==> config.mk <==
export PLATFORM = sky130hd
export DESIGN_NAME = piece_motion_ctrl
export DESIGN_NICKNAME = d
export VERILOG_FILES = /design/src/rtl/piece_motion_ctrl.sv
export SDC_FILE = /design/constraint.sdc
export NUM_CORES = 1
export LEC_CHECK = 0
export CORE_MARGIN = 2
export CORE_UTILIZATION = 58
export DETAILED_ROUTE_END_ITERATION = 8
export GPL_TIMING_DRIVEN = 0
export PLACE_DENSITY = 0.88
export SYNTH_ARGS = -nofsm -noshare
export SYNTH_HDL_FRONTEND = slang
export SYNTH_SLANG_ARGS = --single-unit
==> constraint.sdc <==
create_clock -name iVGA_CLK -period 4.5 [get_ports iVGA_CLK]
set_input_delay 0.675 -clock iVGA_CLK [delete_from_list [all_inputs] [get_ports iVGA_CLK]]
set_output_delay 0.675 -clock iVGA_CLK [all_outputs]
set_load 0.1 [all_outputs]
==> src/rtl/piece_motion_ctrl.sv <==
// Falling-piece position controller: button edge detection, gravity, spawn/fall/lock FSM, top-out.
// Optional hard drop is enabled by defining HARD_DROP_EN.
module piece_motion_ctrl #(
  parameter int COLS      = 24,
  parameter int ROWS      = 24,
  parameter int CELL      = 20,
  parameter int TICK_DIV  = 3500000,
  parameter int SPAWN_COL = 14
) (
  input  logic       iVGA_CLK,
  input  logic       reset,
  input  logic       left_n,
  input  logic       right_n,
  input  logic       down_n,
  input  logic       rot_n,
  input  logic       hard_n,
  input  logic [2:0] piece_w,
  input  logic [2:0] piece_h,
  input  logic       blocked_l,
  input  logic       blocked_r,
  input  logic       blocked_d,
  input  logic       line_clear,
  output logic [4:0] col,
  output logic [4:0] row,
  output logic [9:0] ref_x,
  output logic [9:0] ref_y,
  output logic       tick,
  output logic       lock,
  output logic       rotate_req,
  output logic [3:0] level,
  output logic       top_out
);

  localparam int              DIV_W    = $clog2(TICK_DIV);
  localparam logic [DIV_W-1:0] DIV_LAST = DIV_W'(TICK_DIV - 1);
  localparam logic [5:0]      COLS_W   = 6'(COLS);
  localparam logic [5:0]      ROWS_W   = 6'(ROWS);
  localparam logic [4:0]      SPAWN_C  = 5'(SPAWN_COL);
  localparam logic [9:0]      CELL_W   = 10'(CELL);

  localparam int B_LEFT  = 0;
  localparam int B_RIGHT = 1;
  localparam int B_DOWN  = 2;
  localparam int B_ROT   = 3;
  localparam int B_HARD  = 4;

  typedef enum logic [2:0] {
    ST_SPAWN = 3'd0,
    ST_FALL  = 3'd1,
    ST_LOCK  = 3'd2,
`ifdef HARD_DROP_EN
    ST_DROP  = 3'd4,
`endif
    ST_HALT  = 3'd3
  } state_t;

  state_t           state_r;
  logic [4:0]       col_r;
  logic [4:0]       row_r;
  logic [4:0]       grav_r;
  logic [3:0]       level_r;
  logic             lock_r;
  logic             rotate_req_r;
  logic             top_out_r;
  logic [DIV_W-1:0] div_r;

  logic [4:0] sync1_r;
  logic [4:0] sync2_r;
  logic [4:0] prev_r;
  logic [4:0] press_r;

  logic [4:0] btn_raw_s;
  logic [4:0] period_s;
  logic       grav_due_s;
  logic       fall_step_s;
  logic       left_ev_s;
  logic       right_ev_s;
  logic       bottom_s;
  logic       can_left_s;
  logic       can_right_s;

  assign btn_raw_s = {hard_n, rot_n, down_n, right_n, left_n};

  // Two-flop synchronizer, previous-value flop and registered 1->0 press events.
  always_ff @(posedge iVGA_CLK or posedge reset) begin
    if (reset) begin
      sync1_r <= 5'b11111;
      sync2_r <= 5'b11111;
      prev_r  <= 5'b11111;
      press_r <= 5'b00000;
    end else begin
      sync1_r <= btn_raw_s;
      sync2_r <= sync1_r;
      prev_r  <= sync2_r;
      press_r <= prev_r & ~sync2_r;
    end
  end

  // Free-running gravity tick divider.
  always_ff @(posedge iVGA_CLK or posedge reset) begin
    if (reset) begin
      div_r <= {DIV_W{1'b0}};
    end else if (div_r == DIV_LAST) begin
      div_r <= {DIV_W{1'b0}};
    end else begin
      div_r <= div_r + DIV_W'(1);
    end
  end

  assign tick = (div_r == DIV_LAST);

  // >= rather than == so a level change that shortens the period mid-count still fires.
  assign period_s    = 5'd16 - {1'b0, level_r};
  assign grav_due_s  = tick && ((grav_r + 5'd1) >= period_s);
  assign fall_step_s = grav_due_s || press_r[B_DOWN];
  assign left_ev_s   = press_r[B_LEFT] && !press_r[B_RIGHT];
  assign right_ev_s  = press_r[B_RIGHT] && !press_r[B_LEFT];
  assign bottom_s    = (({1'b0, row_r} + {3'b000, piece_h}) >= ROWS_W);
  assign can_left_s  = (col_r != 5'd0) && !blocked_l;
  assign can_right_s = (({1'b0, col_r} + {3'b000, piece_w}) < COLS_W) && !blocked_r;

  // Spawn/fall/lock state machine with position, gravity, level and status registers.
  always_ff @(posedge iVGA_CLK or posedge reset) begin
    if (reset) begin
      state_r      <= ST_SPAWN;
      col_r        <= SPAWN_C;
      row_r        <= 5'd0;
      grav_r       <= 5'd0;
      level_r      <= 4'd0;
      lock_r       <= 1'b0;
      rotate_req_r <= 1'b0;
      top_out_r    <= 1'b0;
    end else begin
      lock_r       <= 1'b0;
      rotate_req_r <= 1'b0;
      if (tick) begin
        grav_r <= grav_due_s ? 5'd0 : (grav_r + 5'd1);
      end else begin
        grav_r <= grav_r;
      end
      if (line_clear && (state_r != ST_HALT) && (level_r != 4'd15)) begin
        level_r <= level_r + 4'd1;
      end else begin
        level_r <= level_r;
      end
      case (state_r)
        ST_SPAWN: begin
          col_r   <= SPAWN_C;
          row_r   <= 5'd0;
          grav_r  <= 5'd0;
          state_r <= ST_FALL;
        end
        ST_FALL: begin
          rotate_req_r <= press_r[B_ROT];
          // A fall step wins over any horizontal press in the same cycle.
          if (fall_step_s) begin
            if (blocked_d || bottom_s) begin
              state_r <= ST_LOCK;
              lock_r  <= 1'b1;
            end else begin
              row_r <= row_r + 5'd1;
            end
          end
`ifdef HARD_DROP_EN
          else if (press_r[B_HARD]) begin
            state_r <= ST_DROP;
          end
`endif
          else if (left_ev_s) begin
            if (can_left_s) begin
              col_r <= col_r - 5'd1;
            end
          end else if (right_ev_s) begin
            if (can_right_s) begin
              col_r <= col_r + 5'd1;
            end
          end
        end
`ifdef HARD_DROP_EN
        ST_DROP: begin
          if (blocked_d || bottom_s) begin
            state_r <= ST_LOCK;
            lock_r  <= 1'b1;
          end else begin
            row_r <= row_r + 5'd1;
          end
        end
`endif
        ST_LOCK: begin
          if (row_r == 5'd0) begin
            top_out_r <= 1'b1;
            state_r   <= ST_HALT;
          end else begin
            state_r <= ST_SPAWN;
          end
        end
        ST_HALT: begin
          state_r <= ST_HALT;
        end
        default: begin
          state_r <= ST_SPAWN;
        end
      endcase
    end
  end

  assign col        = col_r;
  assign row        = row_r;
  assign ref_x      = {5'b00000, col_r} * CELL_W;
  assign ref_y      = {5'b00000, row_r} * CELL_W;
  assign lock       = lock_r;
  assign rotate_req = rotate_req_r;
  assign level      = level_r;
  assign top_out    = top_out_r;

endmodule

======== Word-level counts from Yosys, hierarchy flattened ========
Cells that the tools add are included.
word-level totals
  input port bits ......................... 17
  output and inout port bits .............. 38
  register bits after elaboration ......... 63
  word-level logic and storage cells ...... 85
operators by class
  reduce and logical (&&, ||, !) cells .... 22
  add/subtract/negate cells ............... 9
  eq/ne operators ......................... 13
  bitwise gates (word level) .............. 2
  $lt $le $gt $ge ......................... 3
  multipliers ............................. 2
  mux-type cells .......................... 21
operators with widths
  operator                                                               number
  5-bit 2-to-1 mux                                                       10
  22-bit by 1-bit adder with 22-bit output, second input constant        1
  22-bit equality test, second input constant                            1
  22-bit 2-to-1 mux                                                      1
  5-bit case mux with 2 select lines                                     2
  5-bit by 3-bit multiplier with 8-bit output, second input constant     2
  5-bit by 1-bit adder with 5-bit output, second input constant          3
  5-bit by 3-bit adder with 6-bit output                                 2
  3-bit case mux with 4 select lines                                     1
  3-bit != test, second input constant                                   3
  2-bit != test, second input constant                                   4
  1-bit logical AND                                                      7
  3-bit by 2-bit equality test with 1-bit output, second input constant  2
  6-bit by 5-bit >= comparator with 1-bit output, second input constant  1
  6-bit by 5-bit < comparator with 1-bit output, second input constant   1
  3-bit 2-to-1 mux                                                       2
  5-bit >= comparator                                                    1
  5-bit logical NOT                                                      1
  5-bit AND reduction                                                    1
  5-bit nonzero test                                                     1
  5-bit by 1-bit subtractor with 5-bit output, second input constant     1
  5-bit by 4-bit subtractor with 5-bit output, first input constant      1
  4-bit by 1-bit adder with 4-bit output, second input constant          1
  4-bit bitwise AND                                                      1
  12 further kinds                                                       21

======== Longest topological paths before layout ========
Gate-level depths: netlist of run 1.
  depth after elaboration ................. 8
  depth in mapped cells ................... 10

======== Worst setup path after synthesis of run 1 ========
OpenSTA, ideal clock, no wires.
  path type ............................... reg2out
  start point ............................. register row_r[1], in the netlist row[1]
  end point ............................... output port ref_y[7]
  cell stages (with the launch flop) ...... 5
  buffers on the path ..................... 0
  slack ................................... 336 ps
  arrival ................................. 3489 ps
  data required time ...................... 3825 ps
  cell sequence ........................... dfrtp_1 -> ha_1 -> ha_1 -> fa_1 -> xor2_1
between the ends
  word-level cells in the longest chain between the ends .. 1
ends and longest elaborated chain
  element                                      line  source
  start, declared                              59    logic [4:0] row_r;
  start signal, assigned                       161   row_r <= row_r + 5'd1;
  5-bit by 3-bit multiplier with 8-bit output  210   assign ref_y = {5'b00000, row_r} * CELL_W;
  end, declared                                26    output logic [9:0] ref_y,
No other way between the ends.

======== Worst setup path after layout of run 1 ========
  start point ............................. register col_r[1], in the netlist col[1]
  end point ............................... output port ref_x[7]
between the ends
  word-level cells in the longest chain between the ends .. 1
ends and longest elaborated chain
  element                                      line  source
  start, declared                              58    logic [4:0] col_r;
  start signal, assigned                       171   col_r <= col_r - 5'd1;
  start signal, assigned                       175   col_r <= col_r + 5'd1;
  5-bit by 3-bit multiplier with 8-bit output  209   assign ref_x = {5'b00000, col_r} * CELL_W;
  end, declared                                25    output logic [9:0] ref_x,
No other way between the ends.

==> results of run 1 <==
## metrics by stage
| step | hold slack, ps | utilization, % | cells | area (µm²) | setup slack [ps] |
|---|---|---|---|---|---|
| 2_1_floorplan | 345 | - | 341 | 3570 | 336 |
| 6_report | 356 | 74.4 | 482 | 4410 | 613 |
| 4_1_cts | 357 | 74.4 | 482 | 4410 | 610 |
| 3_3_place_gp | 346 | 70.1 | 465 | 4150 | 1030 |
| 5_1_grt | 359 | 74.4 | 482 | 4410 | 538 |
| 3_5_place_dp | 348 | 70.5 | 466 | 4170 | 988 |
## critical path, delay by kind of cell (launching register included)
family,cells,cell delay (ps)
fa+ha+maj,3,900
flops,1,620
xor+xnor,1,170
buf+inv,1,1160
## registers in the layout, summed over array words and instances (netlist names)
name,count
div_r,22
col,5
grav_r,5
row,5
level,4
press_r,4
prev_r,4
sync1_r,4
sync2_r,4
state_r,2
lock,1
rotate_req,1
top_out,1
## synthesized netlist by cell type (4+ instances only)
cell type,count,area [µm²]
dfrtp_1,47,1180
ha_1,32,400
nor2_1,30,113
nand2_1,29,109
xnor2_1,20,175
inv_1,17,63.8
a21oi_1,15,75.1
dfstp_2,15,394
xor2_1,14,123
nand3_1,12,60.1
buf_4,9,67.6
nand4_1,9,56.3
a21o_1,7,52.6
nor2b_1,7,43.8
nor3_1,6,30.0
nor4_1,5,31.3
and2_1,4,25.0
fa_1,4,80.1
nand2b_1,4,25.0
o211ai_1,4,30.0
or4_1,4,30.0
## per-layer routing
metal	part of all wire (%)	wire length [µm]	up-vias	track usage, %
met5	0	0	-	0
met4	1.4	102	0	10.3
met3	5.0	356	12	5.11
met2	50	3570	75	40.1
met1	44	3110	1315	28.7
li1	-	-	1303	-
## layout make-up
class	instances	area (µm²)	share of cell area [%]
Clock inverter	5	81.3	1.85
Buffer	15	103	2.33
Timing Repair Buffer	50	510	11.6
Inverter	17	63.8	1.45
Multi-Input combinational cell	247	1830	41.6
Tap cell	75	93.8	2.13
Sequential cell	62	1570	35.6
Clock buffer	11	151	3.44
## cell families after synthesis
family | after synthesis | synth area share (%)
compound gates | 47 | 9.67
fa+ha+maj | 36 | 13.5
mux | 1 | 0.281
xor+xnor | 34 | 8.37
other cells | 1 | 0.105
buf+inv | 32 | 4.68
simple gates | 125 | 19.2
flops | 62 | 44.1
## how the worst max path moves through the flow
stage / from / to / slack (ps)
finish: col[1] / ref_x[7] / 610
global route: row[2] / ref_y[8] / 540
CTS: col[1] / ref_x[7] / 610
detailed placement: col[1] / ref_x[7] / 990
global placement: col[2] / ref_x[8] / 1030
floorplan: row[1] / ref_y[7] / 340
==> results.md, run 1 <==
* Status: finished, final reports clean
* Post-Route WL at approximately 7100 µm
* Hold Path Sink: sync2_r[1]
* Slew @ Worst Pin at about 1000 ps
* Vias per cell at ~5.6
* # hold bufs at CTS at 0
* Die X at 82.3 µm
* Predominant post-synthesis flop cell: dfrtp_1
* Gr ovfl total at 0
* Initial Utilization at 60.1%
* First-pass GRT wire length at between 10000 and 15000 µm
* Most frequent cells in the layout: clkdlybuf4s50_1, dfrtp_1, ha_1
* Data arrival, critical path at 3210 ps
* Clock sink count at 62
* EDFF count, synth at 0
* Crit path max fanout at 7
* Final hold violations at 0
* Core area at 0.00592 mm²
* Via count at roughly 2700
* Detail Route Antenna Nets at 0
* Share of cells above drive strength 1 at between 10% and 20%
* DRC errors left at 0
* Max_cap viols at 0
* Critical path required time at around 3800 ps
* Critical path, cell by cell: ha_1 > ha_1 > fa_1 > xor2_1 > clkdlybuf4s50_1
* Die Span Y at a little over 80 µm
* Fin crit share at between 80% and 90%
* Clock Skews at between 6 and 7 ps
* Die area at just under 0.007 mm²
* FF-to-FF End: col[4]
* Slew Limit Fails at 0
* Placer Congestion at between 0.8 and 0.9
* Netlist Area Pre-Place at between 0.003 and 0.004 mm²
* PortBufs at between 40 and 50
* Layout Area Growth over Synthesis at 23.8%
* H-tree Lvls at 3
* Slowest stage delay, CP at 1160 ps
* Reg2Reg Setup Slack at about 1600 ps
* Hold path startpoint: sync1_r[1]
* Seq cells post-synth at between 60 and 70
* Max frequency at ~260 MHz
* Filler cells at around 400
* Hold Path Depth at 0
* Hold/Removal Path Class: register to register
* Post-CTS Setup Bufs at 0
* Cell mode on critical path: ha_1
* Endpoint type of the worst setup path: output pin
* Initial antenna violation count at 0
* DP HPWL at between 5000 and 6000 µm
* DR iter-0 viols at a little under 100
* Clock transition at path regs at around 70 ps
* Post-route setup TNS at 0 ps
* RSZ-0062 raised after global routing: false
* Ys async rst share at 100%
* Routed wire per std cell at around 15 µm
* Seq/Total Area, Yosys at 44.1%
* Reg2reg start: level[0]
* Setup violators final at 0
* Worst setup SP type: register
* CP Class: register to output pin
* Total CTS buffers at 9
* Yosys cell types at 54
* DR pass1 iterations at 4
* CTS tree: done
* Yosys warnings at 0
* Fin crit period at 3890 ps
* Clock root cell: clkbuf_8
* R2r worst-path depth at 10
* Worst-Skew Late Latency at 340 ps
* Critical path's slowest cell: clkdlybuf4s50_1
* Synth Instances at ~340
* Row count at 28
* Largest net degree at the start of global routing at 37
* # diodes at 0
* Syn Area/Cell at about 11 µm²
* Post-CTS Resized at 0
* Worst slew margin at 34.3%
* Gr usage total at about a quarter
* Vias in the first global route at ~2800
* Ports at 55
* Most common cell after layout, fill and taps aside: clkdlybuf4s50_1
* Longest Clk Path Bufs at 2
* Nets at approximately 460
Power of run 1 is not shown: default switching activity piles up to over one toggle a cycle in this logic, so the estimate is an artifact.
==> run 2, diff against run 1 <==
--- a/config.mk
+++ b/config.mk
@@ -5,6 +5,7 @@
 export SDC_FILE = /design/constraint.sdc
 export NUM_CORES = 1
 export LEC_CHECK = 0
+export CORE_ASPECT_RATIO = 0.8
 export CORE_MARGIN = 2
 export CORE_UTILIZATION = 58
 export DETAILED_ROUTE_END_ITERATION = 8
==> run 2 against run 1 <==
Die area hardly changed. Sequential share of layout area is 0.20 points higher. Core utilization is 0.31 points lower. Clock skew is 1.0 ps lower. Maximum frequency is 0.11% lower. Clock-buffer cell count is 1 lower. Flip-flop and latch count stayed put. First-iteration DRC count is 25% higher. Critical path depth stayed put. Via count is 1.8% lower. Register-to-register slack better by 50 ps. Non-clock buffer count stayed put.
==> results.md, run 2 (synthesis results as in run 1) <==
* Reg2Reg Setup Slack at around 1700 ps
* Ports at 55
* Vias in the first global route at ~2700
* Met1 wire length at 3120 µm
* Gr usage total at about 23%
* Critical path, cell by cell: ha_1 > ha_1 > fa_1 > xor2_1 > clkdlybuf4s50_1
* Reg2reg start: level[0]
* Hold/Removal Path Class: register to register
* Largest net degree at the start of global routing at 38
* Worst setup path endpoint: ref_x[7]
* DP HPWL at around 5200 µm
* Max FFs per register at 22
* Post-route non-filler standard cell count at between 400 and 500
* Via count at 2656
* Fin crit share at between 80 and 90%
* Top Metal Used: met4
* Die area at 0.00678 mm²
* Status: finished, final reports clean
* Die X at around 92 µm
* Most common cell after layout, fill and taps aside: clkdlybuf4s50_1
* Longest Clk Path Bufs at 2
* Min Hold Slack at 357 ps
* WL met3 at around 310 µm
* Worst slew margin at around a third
* Endpoint type of the worst setup path: output pin
* Worst setup SP type: register
* Clock sink count at 62
* Row count at 25
* Final core occ at 74.1%
* Setup violators final at 0
* First-pass GRT wire length at between 10000 and 15000 µm
* Slew Limit Fails at 0
* DR pass1 iterations at 5
* PortBufs at 49
* Core area at ~0.0059 mm²
* Biggest register: div_r
* Clock transition at path regs at 70 ps
* Die Span Y at approximately 74 µm
* Share of cells above drive strength 1 at 14.3%
* Slowest stage delay, CP at between 1000 and 1500 ps
* DRC errors left at 0
* Crit path max fanout at 7
* CTS tree: done
* Post-CTS Setup Bufs at 0
* # hold bufs at CTS at 0
* Worst-Skew Late Latency at about 350 ps
* Total CTS buffers at 9
* Post-Route WL at 6970 µm
* CP Class: register to output pin
* Clock Skews at between 5 and 6 ps
* Fin crit period at 3890 ps
* FF-to-FF End: col[4]
* Post-route setup TNS at 0 ps
* Detail Route Antenna Nets at 0
* DR iter-0 viols at between 100 and 150
* Critical path's slowest cell: clkdlybuf4s50_1
* Max_cap viols at 0
* # diodes at 0
* Critical path origin: col[3]
* Placer Congestion at between 0.8 and 0.9
* Initial Utilization at 60.2%
* Layout Area Growth over Synthesis at 23.1%
* Max frequency at 257 MHz
* R2r worst-path depth at 10
* Routed wire per std cell at between 10 and 15 µm
* Data arrival, critical path at between 3000 and 4000 ps
* Metal2 WL at between 3000 and 4000 µm
* Gr ovfl total at 0
* Cell mode on critical path: ha_1
* Post-CTS Resized at 0
* Critical path required time at approximately 3800 ps
* H-tree Lvls at 3
* Nets at about 460
* Initial antenna violation count at 0
* Slew @ Worst Pin at just over 1000 ps
* Clock root cell: clkbuf_8
* Most frequent cells in the layout: clkdlybuf4s50_1, dfrtp_1, ha_1
* RSZ-0062 raised after global routing: false
* Placed insts at 472
* Final hold violations at 0
* Vias per cell at approximately 5.4
==> run 2: changes by cell type in the layout (fill, tap and decap cells not counted), sizes merged <==
| cell | change |
|---|---|
| clkbuf | -1 |
| inv | +3 |
| bufinv | -2 |
==> run 2: worst min path at each step <==
stage	startpoint	to	depth (start not counted)
6_report	sync1_r[2]	sync2_r[2]	0
5_1_grt	sync1_r[2]	sync2_r[2]	0
4_1_cts	sync1_r[2]	sync2_r[2]	0
3_5_place_dp	sync1_r[2]	sync2_r[2]	0
3_3_place_gp	sync1_r[2]	sync2_r[2]	0
2_1_floorplan	sync1_r[0]	sync2_r[0]	0
==> run 2: layer usage <==
metal / up-vias / GRT usage (%)
met5: - / 0
met4: 0 / 9.76
met3: 6 / 5.98
met2: 63 / 39.3
met1: 1285 / 27.7
li1: 1302 / -
==> run 2: area by class of cell <==
cell class | instances | area, µm²
buffer | 15 | 103
clock buffer | 10 | 149
clock inverter | 6 | 51.3
fill | 395 | 1530
inverter | 17 | 63.8
multi-input combinational | 247 | 1830
sequential | 62 | 1570
tap | 81 | 101
timing repair buffer | 50 | 510
==> run 2: worst max-delay path: cells and delay by family (launching register included) <==
family | cells | cell delay, ps
buffers and inverters | 1 | 1150
adder cells (fa/ha/maj) | 3 | 890
flip-flops | 1 | 640
XOR/XNOR | 1 | 180
==> run 2: per-stage QoR <==
| stage | setup WS, ps | cell area (µm²) |
|---|---|---|
| after floorplan | 336 | 3570 |
| after global placement | 1030 | 4160 |
| after detailed placement | 995 | 4180 |
| after CTS | 606 | 4380 |
| after global routing | 508 | 4380 |
| final | 608 | 4380 |
Power of run 2 is left out for the same reason.
==> run 3, diff against run 2 <==
--- a/config.mk
+++ b/config.mk
@@ -6,11 +6,11 @@
 export NUM_CORES = 1
 export LEC_CHECK = 0
 export CORE_ASPECT_RATIO = 0.8
-export CORE_MARGIN = 2
 export CORE_UTILIZATION = 58
 export DETAILED_ROUTE_END_ITERATION = 8
 export GPL_TIMING_DRIVEN = 0
-export PLACE_DENSITY = 0.88
+export PLACE_DENSITY = 0.85
+export SKIP_CTS_REPAIR_TIMING = 1
 export SYNTH_ARGS = -nofsm -noshare
 export SYNTH_HDL_FRONTEND = slang
 export SYNTH_SLANG_ARGS = --single-unit
==> run 3 against run 2 <==
Non-clock buffer count did not move. Critical path depth rose by 1. Core utilization rose by 0.15 points. Flip-flop and latch count did not move. Via count rose by 0.26%.
==> results.md, run 3 (synthesis results as in run 1) <==
* Critical path, cell by cell: ha_1 > ha_1 > a21o_1 > a21oi_1 > xnor2_1 > clkdlybuf4s50_1
* Pre-CTS setup slack at 998 ps
* Vias in the first global route at roughly 2600
* Placer Congestion at 0.787
* Clock Skews at 6.45 ps
* H-tree Lvls at 3
* Initial Utilization at 60.2%
* Gr ovfl total at 0
* Clock sink count at a little over 60
* Via count at approximately 2700
* Die Span Y at a little over 70 µm
* Placed insts at ~470
* Post-route non-filler standard cell count at a little under 500
* Row count at 25
* Worst setup SP type: register
* Critical path's slowest cell: clkdlybuf4s50_1
* Most frequent cells in the layout: clkdlybuf4s50_1, dfrtp_1, ha_1
* Clock root cell: clkbuf_8
* Endpoint type of the worst setup path: output pin
* Detail Route Antenna Nets at 0
* Vias per cell at 5.46
* Biggest register: div_r
* RSZ-0062 raised after global routing: false
* Core area at approximately 0.0059 mm²
* Critical path required time at 3830 ps
* Share of cells above drive strength 1 at approximately 14%
* Gr usage total at a little under a quarter
* Hold Path Sink: sync2_r[1]
* Longest Clk Path Bufs at 2
* Nets at 455
* FF-to-FF End: col[4]
* First-pass GRT wire length at 11500 µm
* # diodes at 0
* Post-route setup TNS at 0 ps
* Setup violators final at 0
* DR iter-0 viols at between 100 and 150
* Hold Path Depth at 0
* CTS tree: done
* CP Class: register to output pin
* Crit path max fanout at 10
* Die area at between 0.006 and 0.007 mm²
* Post-Route WL at between 6000 and 7000 µm
* Reg2Reg Setup Slack at approximately 1700 ps
* Reg2reg start: level[0]
* Die X at between 80 and 90 µm
* Setup ws final at 618 ps
* Slowest stage delay, CP at around 1200 ps
* Slew Limit Fails at 0
* Data arrival, critical path at ~3200 ps
* DR pass1 iterations at 4
* Most common cell after layout, fill and taps aside: clkdlybuf4s50_1
* Cell mode on critical path: ha_1
* Hold/Removal Path Class: register to register
* DP HPWL at 5160 µm
* Buffers and inverters on the worst path at 1
* Worst-Skew Late Latency at 350 ps
* Cell area after layout at roughly 0.0044 mm²
* Area after DPL at about 0.0042 mm²
* PortBufs at just under 50
* Clock transition at path regs at approximately 70 ps
* Max_cap viols at 0
* Routed wire per std cell at roughly 14 µm
* Ports at 55
* Fin crit period at 3880 ps
* Slew @ Worst Pin at 985 ps
* Initial antenna violation count at 0
* Max FFs per register at 22
* DRC errors left at 0
* CP delay by family, top: buffers and inverters
* Total CTS buffers at 9
* Hold path startpoint: sync1_r[1]
* Largest net degree at the start of global routing at 40
* Status: finished, final reports clean
* Worst slew margin at between 30% and 40%
* Layout Area Growth over Synthesis at 23.4%
* Final hold violations at 0
* R2r worst-path depth at 10
* Max frequency at 258 MHz
* Fin crit share at a little under nine tenths
run 3: cell count changes in the layout (fill, tap and decap cells not counted):
cell,before,now
bufinv_16,0,1
clkbuf_8,10,11
clkbuf_16,1,0
inv_6,1,0
inv_4,1,0
clkinv_4,2,3
clkinvlp_4,1,2
inv_8,1,0
run 3: worst max-delay path by stage:
stage	slack (ps)	end	startpoint	cells after the start
global placement	1020	ref_x[8]	col[2]	6
detailed placement	1000	ref_y[8]	row[2]	6
floorplan	340	ref_y[7]	row[1]	4
CTS	600	ref_y[8]	row[2]	6
global route	500	ref_y[8]	row[2]	6
finish	620	ref_y[8]	row[2]	6
run 3: through the flow:
stage          utilization (%)  hold slack [ps]
6_report                  74.2              359
4_1_cts                   74.2              362
3_3_place_gp              70.4              346
5_1_grt                   74.2              364
3_5_place_dp              70.7              349
2_1_floorplan                -              345
run 3: cell type report:
class                           instances  area (µm²)
Inverter                               17        63.8
Tap cell                               81         101
Clock buffer                           10         138
Sequential cell                        62        1570
Multi-Input combinational cell        247        1830
Clock inverter                          6        71.3
Timing Repair Buffer                   50         510
Fill cell                             398        1520
Buffer                                 15         103
run 3: routing by layer:
metal  global-route usage [%]  vias to the layer above  wire length, µm
met5                        0                        -                0
met4                     7.58                        0               68
met3                     8.30                        5              314
met2                     40.4                       66             3510
met1                     28.2                     1296             3090
li1                         -                     1296                -
run 3: worst register-to-register path, delay by kind of cell (launching register included):
kind | cells | cell delay [ps]
xor gates and xnor gates | 1 | 150
adders and majority gates | 2 | 520
buffers and inverters | 1 | 100
DFF | 1 | 450
and+or+nand+nor | 1 | 110
AOI/OAI and AO/OA | 5 | 1350
Power of run 3 is left out for the same reason.
